### src/rtl/johnson_pkg.sv
// rtl/johnson_pkg.sv - shared encodings and legal code table for the Johnson code monitor
package johnson_pkg;

    localparam int CODE_W = 4;
    localparam int NUM_PH = 8;

    typedef enum logic [1:0] {
        ST_IDLE  = 2'd0,
        ST_SYNC  = 2'd1,
        ST_LOCK  = 2'd2,
        ST_FAULT = 2'd3
    } state_t;

    // Position in this table is the phase index reported downstream.
    localparam logic [CODE_W-1:0] JC_TABLE [NUM_PH] = '{
        4'b0000, 4'b1000, 4'b1100, 4'b1110,
        4'b1111, 4'b0111, 4'b0011, 4'b0001
    };

endpackage

### src/rtl/johnson_decode.sv
// rtl/johnson_decode.sv - combinational map from a Johnson code to {legal, phase index}
module johnson_decode
    import johnson_pkg::*;
(
    input  logic [CODE_W-1:0] code,
    output logic              legal,
    output logic [2:0]        idx
);

    always_comb begin
        legal = 1'b0;
        idx   = 3'd0;
        for (int i = 0; i < NUM_PH; i++) begin
            if (code == JC_TABLE[i]) begin
                legal = 1'b1;
                idx   = 3'(i);
            end
        end
    end

endmodule

### src/rtl/johnson_monitor.sv
// rtl/johnson_monitor.sv - tracks a 4-bit Johnson counter, flags bad steps, counts revolutions and errors
module johnson_monitor
    import johnson_pkg::*;
#(
    parameter int REV_W = 8,
    parameter int ERR_W = 4
) (
    input  logic              clk,
    input  logic              rst,
    input  logic              en,
    input  logic [CODE_W-1:0] jc_in,
    input  logic              clr_cnt,
    output logic [7:0]        phase,
    output logic [2:0]        phase_idx,
    output logic              valid,
    output logic              locked,
    output logic              err,
    output logic [REV_W-1:0]  rev_count,
    output logic              rev_wrap,
    output logic [ERR_W-1:0]  err_count
);

    state_t     state, state_nxt;
    logic       dec_legal;
    logic [2:0] dec_idx;
    logic [2:0] idx_inc;
    logic       is_adv, is_hold;
    logic       err_evt, rev_evt;

    johnson_decode u_decode (
        .code  (jc_in),
        .legal (dec_legal),
        .idx   (dec_idx)
    );

    // phase_idx always holds the last legal index, so it is the step reference.
    assign idx_inc = phase_idx + 3'd1;
    assign is_adv  = (dec_idx == idx_inc);
    assign is_hold = (dec_idx == phase_idx);
    assign locked  = (state == ST_LOCK);

    always_comb begin
        state_nxt = state;
        err_evt   = 1'b0;
        rev_evt   = 1'b0;
        if (en) begin
            case (state)
                ST_IDLE: begin
                    if (dec_legal) begin
                        state_nxt = ST_SYNC;
                    end else begin
                        state_nxt = ST_FAULT;
                        err_evt   = 1'b1;
                    end
                end
                ST_SYNC: begin
                    if (dec_legal && is_adv) begin
                        state_nxt = ST_LOCK;
                    end else if (!(dec_legal && is_hold)) begin
                        state_nxt = ST_FAULT;
                        err_evt   = 1'b1;
                    end
                end
                ST_LOCK: begin
                    if (dec_legal && (is_adv || is_hold)) begin
                        rev_evt = is_adv && (phase_idx == 3'd7);
                    end else begin
                        state_nxt = ST_FAULT;
                        err_evt   = 1'b1;
                    end
                end
                ST_FAULT: begin
                    if (dec_legal) begin
                        state_nxt = ST_SYNC;
                    end else begin
                        err_evt = 1'b1;
                    end
                end
                default: state_nxt = ST_IDLE;
            endcase
        end
    end

    always_ff @(posedge clk) begin
        if (!rst) begin
            state     <= ST_IDLE;
            phase     <= 8'd0;
            phase_idx <= 3'd0;
            valid     <= 1'b0;
            err       <= 1'b0;
            rev_wrap  <= 1'b0;
            rev_count <= '0;
            err_count <= '0;
        end else begin
            state    <= state_nxt;
            err      <= err_evt;
            rev_wrap <= rev_evt && (&rev_count);
            if (en) begin
                valid <= dec_legal;
                if (dec_legal) begin
                    phase     <= 8'b1 << dec_idx;
                    phase_idx <= dec_idx;
                end
            end
            // Clearing wins over any increment in the same cycle; pulses still fire.
            if (clr_cnt) begin
                rev_count <= '0;
                err_count <= '0;
            end else begin
                if (rev_evt) begin
                    rev_count <= rev_count + 1'b1;
                end
                if (err_evt && !(&err_count)) begin
                    err_count <= err_count + 1'b1;
                end
            end
        end
    end

endmodule

### config.mk
export PLATFORM = sky130hd
export DESIGN_NAME = johnson_monitor
export DESIGN_NICKNAME = d
export VERILOG_FILES = /design/src/rtl/johnson_pkg.sv /design/src/rtl/johnson_decode.sv /design/src/rtl/johnson_monitor.sv
export SDC_FILE = /design/constraint.sdc
export NUM_CORES = 1
export LEC_CHECK = 0
export BUFFER_PORTS_ARGS = -buffer_cell sky130_fd_sc_hd__buf_2
export CORE_ASPECT_RATIO = 1.75
export CORE_UTILIZATION = 45
export DETAILED_ROUTE_END_ITERATION = 6
export HOLD_SLACK_MARGIN = 0.08
export PLACE_DENSITY = 0.68
export SETUP_SLACK_MARGIN = 0.1
export SLEW_MARGIN = 20
export SYNTH_ARGS = -nofsm -noshare
export SYNTH_HDL_FRONTEND = slang
export SYNTH_SLANG_ARGS = --single-unit
export TNS_END_PERCENT = 100
### constraint.sdc
create_clock -name clk -period 4.5 [get_ports clk]
set_input_delay 1.125 -clock clk [delete_from_list [all_inputs] [get_ports clk]]
set_output_delay 1.125 -clock clk [all_outputs]
set_load 0.05 [all_outputs]
==> impl_metrics.ini <==
[power]
p_comb_frac = 0.247
p_switching_uw = 177
p_int_uw = 381
p_per_area_mw_per_mm2 = 292
switching_share = 0.317
sequentialPowerShare = 0.475
power.share.clock = 0.278
peakVddDrop_v = 0.000210
leakagePower_nw = 0.820

[synthesis]
synth_top_area_cell = dfxtp_1
synth-edff-count = 0
yosysSeqAreaShare = 0.333
synth_area_mm2 = 0.00169
ys_types = 46
postSynthNetCount = 225
ys.flop_type = dfxtp_1
synth_warnings = 0
yosys-top-cells-area = dfxtp_1 33%, ha_1 5.9%, nand2_1 4.9%
synth-async-reset-ratio = 0
netlist_instances = 209
yosysTopAreaCellShare = 0.333
ys_ff_latch = 28
avgSynthCellArea_um2 = 8.06

[sta]
fmax_ghz = 0.369
drv_slew = 0
grt_setup_unrepaired = false
finalClockSkew_ns = 0.00740
hold_viol_final = 0
maxSlewHeadroom = 0.657
setup_ws_ns = 1.79
fin_setup_tns_ns = 0
finalSetupViolCount = 0
finalCriticalPeriod_ns = 2.71
hold_ws_ns = 0.471
timing.final.crit_share = 0.603
worstMarginPinSlew_ns = 0.500

[outcome]
status = completed

[drt]
drcViolationCount = 0
viasPerCell = 5.56
drt_iter0_markers = 19
wl_um = 3650
post_drt_wl_per_cell_um = 13.0
dr.pass1.iters = 6
ant_nets = 0
vias = 1561

[global_route]
antenna_found_initial = 0
overflow = 0
gr-usage-all-layers = 0.200
grt_pass1_vias = 1419
grt_pass1_wl_um = 6050
grt_max_degree = 24

[clocking]
clock_sinks = 28
clk_pin_slew_worst_paths_ns = 0.09
htree_levels = 1
post_cts_buffers = 0
ctsHoldBuffers = 0
clockRootBuffer = clkbuf_8
cts-resized-gates = 0
numCtsBuffers = 3
cts_max_path_buffers = 2
clk_latency_ns = 0.28
cts_tree = yes

[critical_path]
cp-start-kind = primary input
critPathArrivalTime_ns = 2.87
critical_path_peak_fanout = 23
endpoint = rev_count[2]
cp-end-kind = flip-flop
rrSetupSlack_ns = 2.13
rr_worst_depth = 7
r2r-start = phase_idx[1]
crit_start = jc_in[0]
criticalPathCategory = in2reg
r2r-end = err_count[3]
cp.required_ns = 4.66

[floorplan]
start_util = 0.469
row_count = 29
core-area_mm2 = 0.00359
die_x_um = 48.3
ios = 35
dieArea_mm2 = 0.00400
dieHeight_um = 83.0

[placed_design]
place_congestion = 0.836
port_buffers = 34
placed_area_mm2 = 0.00186
pre_cts_slack_ns = 1.49
place_hpwl_um = 2700

[final_layout]
drive_above_1_share = 0.191
n_antenna_cell = 0
final_util = 0.532
syn2layout_area_growth_pct = 13.4
final_nets = 252
final_cell_area_mm2 = 0.00191

[min_path]
hold_class = reg2reg
min_from = valid

[flow_run]
drv_cap = 0
-- critical path, cell delays in order --
cell	delay, ns
buf_2	0.32
xnor2_1	0.17
or3_4	0.38
a221oi_4	0.47
nand2_1	0.16
xor2_1	0.17
nor2_1	0.06
-- layout make-up --
type	count	area, um^2
clock buffer	4	55.1
fill	380	1680
inverter	6	22.5
multi-input combinational	163	1040
sequential	28	561
tap	46	57.6
timing repair buffer	34	170
-- cell usage after synthesis, types with 2 or more instances --
library cell	instances
dfxtp_1	28
nand2_1	22
nor2_1	20
o21ai_0	15
a21oi_1	12
ha_1	8
nand3_1	8
xor2_1	8
clkbuf_1	7
nand4_1	7
nor2b_1	6
a21boi_0	5
and3_1	5
inv_1	5
mux2i_1	5
and2_1	4
buf_2	4
nand2b_1	3
nor3_1	3
a211oi_1	2
a31o_2	2
a31oi_1	2
nor4_1	2
o211ai_1	2
or3_1	2
xnor2_1	2
-- cells by family after synthesis --
| group | after synthesis | synth area share |
|---|---|---|
| xor+xnor | 10 | 0.0520 |
| compound gates | 51 | 0.209 |
| mux | 6 | 0.0364 |
| fa+ha+maj | 8 | 0.0594 |
| simple gates | 88 | 0.263 |
| buf+inv | 18 | 0.0475 |
| flops | 28 | 0.333 |
-- sequential cells by signal, summed over array words and instances (netlist names) --
register / flops
rev_count: 8
state: 2
phase: 8
err_count: 4
rev_wrap: 1
phase_idx: 3
err: 1
valid: 1
-- worst min-delay path by stage --
| stage | slack (ns) | to | depth (start not counted) |
|---|---|---|---|
| 3_3_place_gp | 0.46 | valid | 2 |
| 3_5_place_dp | 0.46 | valid | 2 |
| 5_1_grt | 0.52 | rev_wrap | 2 |
| 2_1_floorplan | 0.47 | state[1] | 2 |
| 6_report | 0.47 | valid | 2 |
| 4_1_cts | 0.48 | valid | 2 |
-- per-stage QoR --
stage / instances / power, mW
floorplan: 209 / 0.382
global placement: 277 / 0.408
detailed placement: 277 / 0.409
CTS: 281 / 0.564
global route: 281 / 0.589
finish: 281 / 0.558
-- power by group through the flow --
stage                     Combinational (mW)  Sequential (mW)  Clock [mW]
after floorplan                       0.0933            0.289           0
after global placement                 0.138            0.271           0
after detailed placement               0.138            0.271           0
after CTS                              0.139            0.265       0.160
after global routing                   0.151            0.267       0.171
final                                  0.138            0.265       0.155
-- cell usage in the layout, fill, tap and decap left out, types with 2 or more instances in the layout --
| cell type | count |
|---|---|
| nor4_1 | 2 |
| nor3_1 | 3 |
| mux2i_1 | 5 |
| nor2b_1 | 6 |
| xnor2_1 | 2 |
| o211ai_1 | 2 |
| dfxtp_1 | 28 |
| or3_1 | 2 |
| nand3_1 | 8 |
| a21oi_1 | 12 |
| nor2_1 | 20 |
| and2_1 | 4 |
| a211oi_1 | 2 |
| nand2b_1 | 3 |
| a21boi_0 | 5 |
| and3_1 | 5 |
| nand2_1 | 22 |
| buf_2 | 34 |
| inv_1 | 5 |
| xor2_1 | 8 |
| ha_1 | 8 |
| a31o_2 | 2 |
| o21ai_0 | 15 |
| a31oi_1 | 2 |
| clkbuf_8 | 4 |
| nand4_1 | 7 |
-- routing by layer --
metal / vias to the layer above / wire length [um] / track usage
li1: 795 / - / -
met1: 733 / 1610 / 0.258
met2: 28 / 1870 / 0.331
met3: 5 / 111 / 0.0196
met4: 0 / 53 / 0.0606
met5: - / 0 / 0
(Power assumes the default switching activity.)
